`src/rtl/tone_sequencer.sv`:
```
// tone_sequencer
// Steps through a small table of (prescaler, duration) entries and drives the
// square-wave generator's enable and prescaler inputs. Every note starts with
// one LOAD cycle where the enable is low, so the generator's phase counter
// restarts cleanly between notes.
//
// Ports:
//   clk            system clock, rising edge
//   rst            synchronous active-high reset
//   wr_en          table write strobe (one entry per cycle, any state)
//   wr_addr        table entry to write
//   wr_presc       entry prescaler, 16'hFFFF marks a rest
//   wr_dur         entry length in ticks (0 behaves as 1)
//   len            entries to play, sampled on accepted start, clamped to DEPTH
//   loop           repeat until stop, sampled on accepted start
//   start          begin playback (level, only acted on in IDLE)
//   stop           abort playback, wins over start and note-end transitions
//   wave_ena       generator enable
//   wave_prescaler generator prescaler
//   busy           high in LOAD and PLAY
//   done           one-cycle pulse when a non-looping sequence completes
//   cur_idx        entry currently loaded or playing
//   dbg_state      current FSM state (IDLE=0, LOAD=1, PLAY=2, DONE=3)
//
// Handshake: there is no ready/valid pair. start is a level request accepted
// only when the FSM is IDLE, len is non-zero and stop is low; wr_en is a
// fire-and-forget strobe accepted every cycle.
module tone_sequencer #(
   parameter  int DEPTH    = 8,
   parameter  int TICK_DIV = 1000,
   localparam int AW       = $clog2(DEPTH),
   localparam int TW       = (TICK_DIV > 1) ? $clog2(TICK_DIV) : 1
) (
   input  logic          clk,
   input  logic          rst,
   input  logic          wr_en,
   input  logic [AW-1:0] wr_addr,
   input  logic [15:0]   wr_presc,
   input  logic [15:0]   wr_dur,
   input  logic [AW:0]   len,
   input  logic          loop,
   input  logic          start,
   input  logic          stop,
   output logic          wave_ena,
   output logic [15:0]   wave_prescaler,
   output logic          busy,
   output logic          done,
   output logic [AW-1:0] cur_idx,
   output logic [1:0]    dbg_state
);

   typedef enum logic [1:0] {
      S_IDLE = 2'd0,
      S_LOAD = 2'd1,
      S_PLAY = 2'd2,
      S_DONE = 2'd3
   } state_e;

   localparam logic [15:0]   REST      = 16'hFFFF;
   localparam logic [TW-1:0] TICK_LAST = TW'(TICK_DIV - 1);
   localparam logic [AW:0]   LEN_MAX   = (AW + 1)'(DEPTH);

   logic [15:0] presc_mem [DEPTH];
   logic [15:0] dur_mem   [DEPTH];

   state_e        state_q, state_d;
   logic [AW-1:0] idx_q, idx_d;
   logic [AW:0]   len_q, len_d;
   logic          loop_q, loop_d;
   logic [15:0]   presc_q, presc_d;
   logic [15:0]   dur_q, dur_d;
   logic [TW-1:0] tick_q, tick_d;
   logic          ena_q, busy_q, done_q;

   logic          last_entry;

   // Table. A write on the same edge as a LOAD read is not seen by that read
   // because the read samples the registered contents.
   always_ff @(posedge clk) begin
      if (rst) begin
         for (int i = 0; i < DEPTH; i++) begin
            presc_mem[i] <= '0;
            dur_mem[i]   <= '0;
         end
      end else if (wr_en) begin
         presc_mem[wr_addr] <= wr_presc;
         dur_mem[wr_addr]   <= wr_dur;
      end
   end

   assign last_entry = ({1'b0, idx_q} == (len_q - (AW + 1)'(1)));

   always_comb begin
      state_d = state_q;
      idx_d   = idx_q;
      len_d   = len_q;
      loop_d  = loop_q;
      presc_d = presc_q;
      dur_d   = dur_q;
      tick_d  = tick_q;
      if (stop) begin
         state_d = S_IDLE;
      end else begin
         case (state_q)
            S_IDLE: begin
               if (start && (len != '0)) begin
                  len_d   = (len > LEN_MAX) ? LEN_MAX : len;
                  loop_d  = loop;
                  idx_d   = '0;
                  state_d = S_LOAD;
               end
            end
            S_LOAD: begin
               presc_d = presc_mem[idx_q];
               dur_d   = (dur_mem[idx_q] == 16'd0) ? 16'd1 : dur_mem[idx_q];
               tick_d  = '0;
               state_d = S_PLAY;
            end
            S_PLAY: begin
               if (tick_q == TICK_LAST) begin
                  tick_d = '0;
                  if (dur_q == 16'd1) begin
                     if (!last_entry) begin
                        idx_d   = idx_q + AW'(1);
                        state_d = S_LOAD;
                     end else if (loop_q) begin
                        idx_d   = '0;
                        state_d = S_LOAD;
                     end else begin
                        state_d = S_DONE;
                     end
                  end else begin
                     dur_d = dur_q - 16'd1;
                  end
               end else begin
                  tick_d = tick_q + TW'(1);
               end
            end
            S_DONE: begin
               state_d = S_IDLE;
            end
            default: begin
               state_d = S_IDLE;
            end
         endcase
      end
   end

   // Outputs are registered from the next-state values so they line up with
   // the state they describe without any input-to-output combinational path.
   always_ff @(posedge clk) begin
      if (rst) begin
         state_q <= S_IDLE;
         idx_q   <= '0;
         len_q   <= '0;
         loop_q  <= 1'b0;
         presc_q <= '0;
         dur_q   <= '0;
         tick_q  <= '0;
         ena_q   <= 1'b0;
         busy_q  <= 1'b0;
         done_q  <= 1'b0;
      end else begin
         state_q <= state_d;
         idx_q   <= idx_d;
         len_q   <= len_d;
         loop_q  <= loop_d;
         presc_q <= presc_d;
         dur_q   <= dur_d;
         tick_q  <= tick_d;
         ena_q   <= (state_d == S_PLAY) && (presc_d != REST);
         busy_q  <= (state_d == S_LOAD) || (state_d == S_PLAY);
         done_q  <= (state_d == S_DONE);
      end
   end

   assign wave_ena       = ena_q;
   assign wave_prescaler = presc_q;
   assign busy           = busy_q;
   assign done           = done_q;
   assign cur_idx        = idx_q;
   assign dbg_state      = state_q;

endmodule

```
`config.mk`:
```
export PLATFORM = sky130hd
export DESIGN_NAME = tone_sequencer
export DESIGN_NICKNAME = d
export VERILOG_FILES = /design/src/rtl/tone_sequencer.sv
export SDC_FILE = /design/constraint.sdc
export NUM_CORES = 1
export LEC_CHECK = 0
export BUFFER_PORTS_ARGS = -buffer_cell sky130_fd_sc_hd__buf_2
export CAP_MARGIN = 15
export CORE_MARGIN = 2
export CORE_UTILIZATION = 47
export CTS_BUF_LIST = sky130_fd_sc_hd__clkbuf_2
export CTS_CLUSTER_SIZE = 25
export DETAILED_ROUTE_END_ITERATION = 8
export PLACE_DENSITY = 0.66
export SKIP_CTS_REPAIR_TIMING = 1
export SLEW_MARGIN = 20
export SYNTH_ARGS = -nofsm -noshare
export SYNTH_HDL_FRONTEND = slang
export SYNTH_SLANG_ARGS = --single-unit
```
`constraint.sdc`:
```
create_clock -name clk -period 3.3 [get_ports clk]
set_clock_uncertainty 0.1 [all_clocks]
set_input_delay 0.165 -clock clk [delete_from_list [all_inputs] [get_ports clk]]
set_output_delay 0.165 -clock clk [all_outputs]
set_load 0.02 [all_outputs]
```
Word level (Yosys, flattened, before mapping) --
Memory sizes are Yosys's and may differ from the RTL's. A register that Yosys moved wholly into a read port is not among the register bits. Index checks and enable logic that the tools add are counted.
Operators by class: add/sub/neg operators 4, multiply operators 0, divide/modulo/power cells 0, $lt $le $gt $ge 1, equality and inequality tests 15, shifts and indexed selects 0, muxes and demuxes 37, bitwise gates (word level) 1, reduce and logical (&&, ||, !) cells 14
Operator list (number):
- 16-bit two-way mux | 7
- 3-bit two-way mux | 11
- 16-bit one-hot mux with 2 select lines | 1
- 16-bit OR reduction | 2
- 10-bit one-hot mux with 2 select lines | 1
- 16-bit by 1-bit equality test with 1-bit output, second input constant | 1
- 16-bit zero test | 1
- 16-bit != test, second input constant | 1
- 16-bit by 1-bit subtractor with 16-bit output, second input constant | 1
- 2-bit two-way mux | 6
- 10-bit by 1-bit adder with 10-bit output, second input constant | 1
- 10-bit equality test, second input constant | 1
- 10-bit two-way mux | 1
- 2-bit equality test, second input constant | 4
- 2-bit != test, second input constant | 4
- 2-bit one-hot mux with 4 select lines | 1
- 1-bit two-way mux | 7
- 3-bit one-hot mux with 2 select lines | 1
- 6-bit AND reduction | 1
- 2-bit by 1-bit equality test with 1-bit output, second input constant | 2
- 3-bit by 4-bit equality test with 1-bit output | 1
- 4-bit > comparator, second input constant | 1
- 4-bit two-way mux | 1
- 4-bit AND reduction | 1
- other kinds (11) | 13
Storage, ports and cells: flip-flop bits (word level) 55, latch bits 0, bits in writable memories 256, bits in read-only memories 0, input port bits 45, output and inout bits 24, word-level logic and storage cells 84, memories 2
Memory list:
- dur_mem | words 8, width 16, read ports 1, clocked after memory_dff 1, write ports 8, RTL line 64 | logic [15:0] dur_mem [DEPTH];
- presc_mem | words 8, width 16, read ports 1, clocked after memory_dff 1, write ports 8, RTL line 63 | logic [15:0] presc_mem [DEPTH];

Logic depth before layout (Yosys ltp) --
word-level depth 9, gate-level depth with buffers 10, gate-level depth less buffers 10

Worst setup path before layout --
Ideal clock, no wire load.
kind reg-to-reg, start register len_q[0], end register ena_q (netlist: wave_ena), setup time 0.081 ns, data arrival time 2.416 ns, slack 0.704 ns, stages on the path, launching flop included 11, period minus slack after synthesis 2.596 ns, cells stage by stage dfxtp_1 > inv_1 > ha_1 > xnor2_1 > or4b_1 > a311oi_2 > mux2i_1 > o32ai_1 > ha_1 > nand2b_1 > a41oi_1
On the way: cells in the longest elaborated chain, start to end 9
RTL lines:
- start, declared | RTL line 68 | logic [AW:0] len_q, len_d;
- start signal, assigned | RTL line 166 | len_q <= len_d;
- 4-bit by 1-bit subtractor with 4-bit output | RTL line 91 | assign last_entry = ({1'b0, idx_q} == (len_q - (AW + 1)'(1)));
- 3-bit by 4-bit equality test with 1-bit output | RTL line 91
- 2-bit two-way mux | RTL line 123 | if (!last_entry) begin
- 2-bit two-way mux | RTL line 122 | if (dur_q == 16'd1) begin
- 2-bit two-way mux | RTL line 120 | if (tick_q == TICK_LAST) begin
- 2-bit one-hot mux with 4 select lines | RTL line 104 | case (state_q)
- 2-bit two-way mux | RTL line 101 | if (stop) begin
- named net state_d[1] | RTL line 66 | state_e state_q, state_d;
- 2-bit equality test | RTL line 171 | ena_q <= (state_d == S_PLAY) && (presc_d != REST);
- 1-bit logical AND | RTL line 171
- end signal, assigned | RTL line 171
- end, declared | RTL line 73 | logic ena_q, busy_q, done_q;
The timed path passes the listed nets, and every way through them passes these cells. A chain may end at the register's enable or synchronous reset.

Worst setup path in the final report --
Ends and elaborated chain as after synthesis.

==> impl_metrics.yaml <==
clock_tree:
  htree_levels: 3
  clk_path_buf_depth: 3
  clk_latency_ns: 0.88
  cts_tree: "built"
  cts_num_sinks: 314
  cts.clk_slew.worst_paths_ns: 0.10
  root_buffer: "clkbuf_2"
  cts_buffers: 82
setup_path:
  worstSetupPathType: "flip-flop to flip-flop"
  startpoint: "len_q[0]"
  rr_startpoint: "len_q[0]"
  critPathRequiredTime_ns: 3.95
  r2r_slack_ns: 0.28
  arrival_ns: 3.68
  reg2reg_depth: 10
  r2r-end: "wave_ena"
  cp_max_fo: 4
  startpoint_type: "flip-flop"
  setup.worst_path.end_class: "flip-flop"
timing:
  post-route-period-util_pct: 91.64
  worst_slew_pin_slew_ns: 0.6645
  relSlewSlack_pct: 55.70
  hold_viol: 0
  period_needed_ns: 3.024
  rsz0062_at_grt: "no"
  fmaxAchievable_mhz: 330.7
  slew_violations: 0
  finalSetupViolations: 0
  finalSetupTns_ns: 0
detailed_routing:
  wire_per_inst_um: 20.55
  drc_errors: 0
  viasPerCell: 5.418
  firstDrtPassIters: 5
  dr_total_vias: 9037
  drt_iter0_drc: 728
  ant_nets: 0
  wirelength_um: 34280
pwr:
  p_leak_nw: 5.961
  peakVddDrop_mv: 0.1841
  powerDensity_mw_per_mm2: 462.2
die:
  die_h_um: 178.7
  placement_rows: 63
  initial_core_util_pct: 48.02
  die-area_mm2: 0.03194
  ios: 69
  die_w_um: 178.7
  core_area_mm2: 0.02987
synth:
  yosysWarningCount: 0
  synth.area.top_cells: "edfxtp_1, and2_1, mux4_2, dfxtp_1, mux2i_1"
  yosys.area.top_type: "edfxtp_1"
  synthArstFlopShare_pct: 0
  syn_area_per_cell_um2: 13.81
  synth_cell_type_count: 57
  synth_edf_count: 256
  synth_commonest_cells: "and2_1, edfxtp_1, mux4_2, dfxtp_1, nor2_1"
  synth_top_area_share_pct: 53.59
  synthesis.nets: 1094
  ys_seq_elements: 314
  synth_flop_cell: "edfxtp_1"
  syn_area_mm2: 0.01435
  synthCells: 1039
  ys_seq_area_share_pct: 61.68
final_layout:
  syn2layout_area_growth_pct: 15.50
  instances_no_fill: 1668
  nFillCells: 2467
  layout-drive-gt1-share_pct: 25.16
  nets: 1271
outcome:
  status: "completed"
global_route:
  antenna_found_initial: 2
  grt_max_degree: 49
  grt_pass1_vias: 8944
  grt_pass1_wl_um: 51700
  grt_usage_pct: 21.89
  grt_overflow: 0
min_path:
  min_to: "presc_mem[5][11]"
  hold_depth: 3
  hold_path.class: "input pin to flip-flop"
  hold_start: "wr_presc[11]"
place:
  hpwl_um: 19530
  gp_congestion: 0.7951
  io_buffers: 68
  dp_cells: 1466
run:
  max_cap_viol_count: 0
-- routing by layer --
| layer | wire [µm] | global-route usage (%) | vias up | share of wire (%) |
|---|---|---|---|---|
| met5 | 0 | 0 | - | 0 |
| met4 | 532 | 7.486 | 0 | 1.6 |
| met3 | 2074 | 4.092 | 45 | 6.0 |
| met2 | 16840 | 36.05 | 314 | 49 |
| met1 | 14830 | 29.35 | 4456 | 43 |
| li1 | - | - | 4222 | - |
-- cells in the final DEF (no fill, tap or decap), types with 16 or more instances in the layout --
master / synthesis / layout
and2_1: 256 / 256
edfxtp_1: 256 / 256
clkbuf_2: 0 / 122
buf_2: 13 / 68
mux4_2: 64 / 64
dlygate4sd3_1: 0 / 56
dfxtp_1: 58 / 55
nor2_1: 53 / 47
nand2_1: 40 / 40
mux2i_1: 35 / 35
o21ai_0: 29 / 29
buf_4: 0 / 19
a21oi_1: 18 / 18
clkinv_1: 0 / 16
-- worst max-delay path by stage --
stage | to | slack, ns | depth (start not counted)
floorplan | wave_ena | 0.70 | 10
global placement | wave_ena | 0.44 | 10
detailed placement | wave_ena | 0.33 | 10
CTS | wave_ena | 0.28 | 10
global route | wave_ena | 0.06 | 10
finish | wave_ena | 0.28 | 10
-- cells by family (layout without fill, tap and decap cells) --
family | Yosys count | in the layout | share of synthesized area [%]
and+or+nand+nor | 442 | 442 | 17.92
DFF | 314 | 314 | 61.68
muxes | 99 | 99 | 12.49
AOI/OAI and AO/OA | 91 | 91 | 4.012
buffers and inverters | 71 | 308 | 2.285
xor gates and xnor gates | 12 | 12 | 0.7327
adders and majority gates | 10 | 10 | 0.8722
other | 0 | 2 | 0
-- per-stage QoR --
step	total power, mW	hold WS, ns	instance area [µm²]	util (%)	setup WS [ns]
5_1_grt	7.980	0.009298	16570	55.46	0.05725
2_1_floorplan	4.897	0.2010	14350	-	0.7037
6_report	7.658	0.07498	16570	55.46	0.2759
3_5_place_dp	5.136	0.3490	15280	51.15	0.3255
4_1_cts	7.674	-0.5910	16000	53.57	0.2804
3_3_place_gp	5.119	0.3303	15280	51.15	0.4374
-- flip-flops by register name (all words and copies together), names as in the netlist, 2 cells and up, named ones only --
| signal | flops |
|---|---|
| cur_idx | 3 |
| dbg_state | 2 |
| dur_mem | 128 |
| dur_q | 16 |
| len_q | 4 |
| presc_mem | 128 |
| tick_q | 10 |
| wave_prescaler | 16 |
-- cell type report --
cell class | count | area [µm²] | area share (%)
Clock buffer | 122 | 610.6 | 3.685
Inverter | 10 | 37.54 | 0.2266
Tap cell | 390 | 488.0 | 2.945
Sequential cell | 314 | 8857 | 53.46
Clock inverter | 22 | 110.1 | 0.6646
Multi-Input combinational cell | 654 | 5196 | 31.36
Timing Repair Buffer | 154 | 1264 | 7.627
Antenna cell | 2 | 5.005 | 0.03021
-- worst max-delay path, stage by stage, from the launching register on --
cell and delay (ns):
dfxtp_1 0.41, inv_1 0.07, ha_1 0.20, xnor2_1 0.22
or4b_1 0.50, a311oi_2 0.36, mux2i_1 0.12, o32ai_1 0.45
ha_1 0.23, nand2b_1 0.10, a41oi_1 0.17
-- where the power goes --
group | leakage, nW | switching (mW) | internal, mW | total [mW]
clock network | 0.549 | 1.57 | 0.997 | 2.57
logic | 2.49 | 0.317 | 0.224 | 0.541
registers | 2.92 | 0.0626 | 4.49 | 4.55
total | 5.96 | 1.95 | 5.71 | 7.66
(Power assumes the default switching activity.)
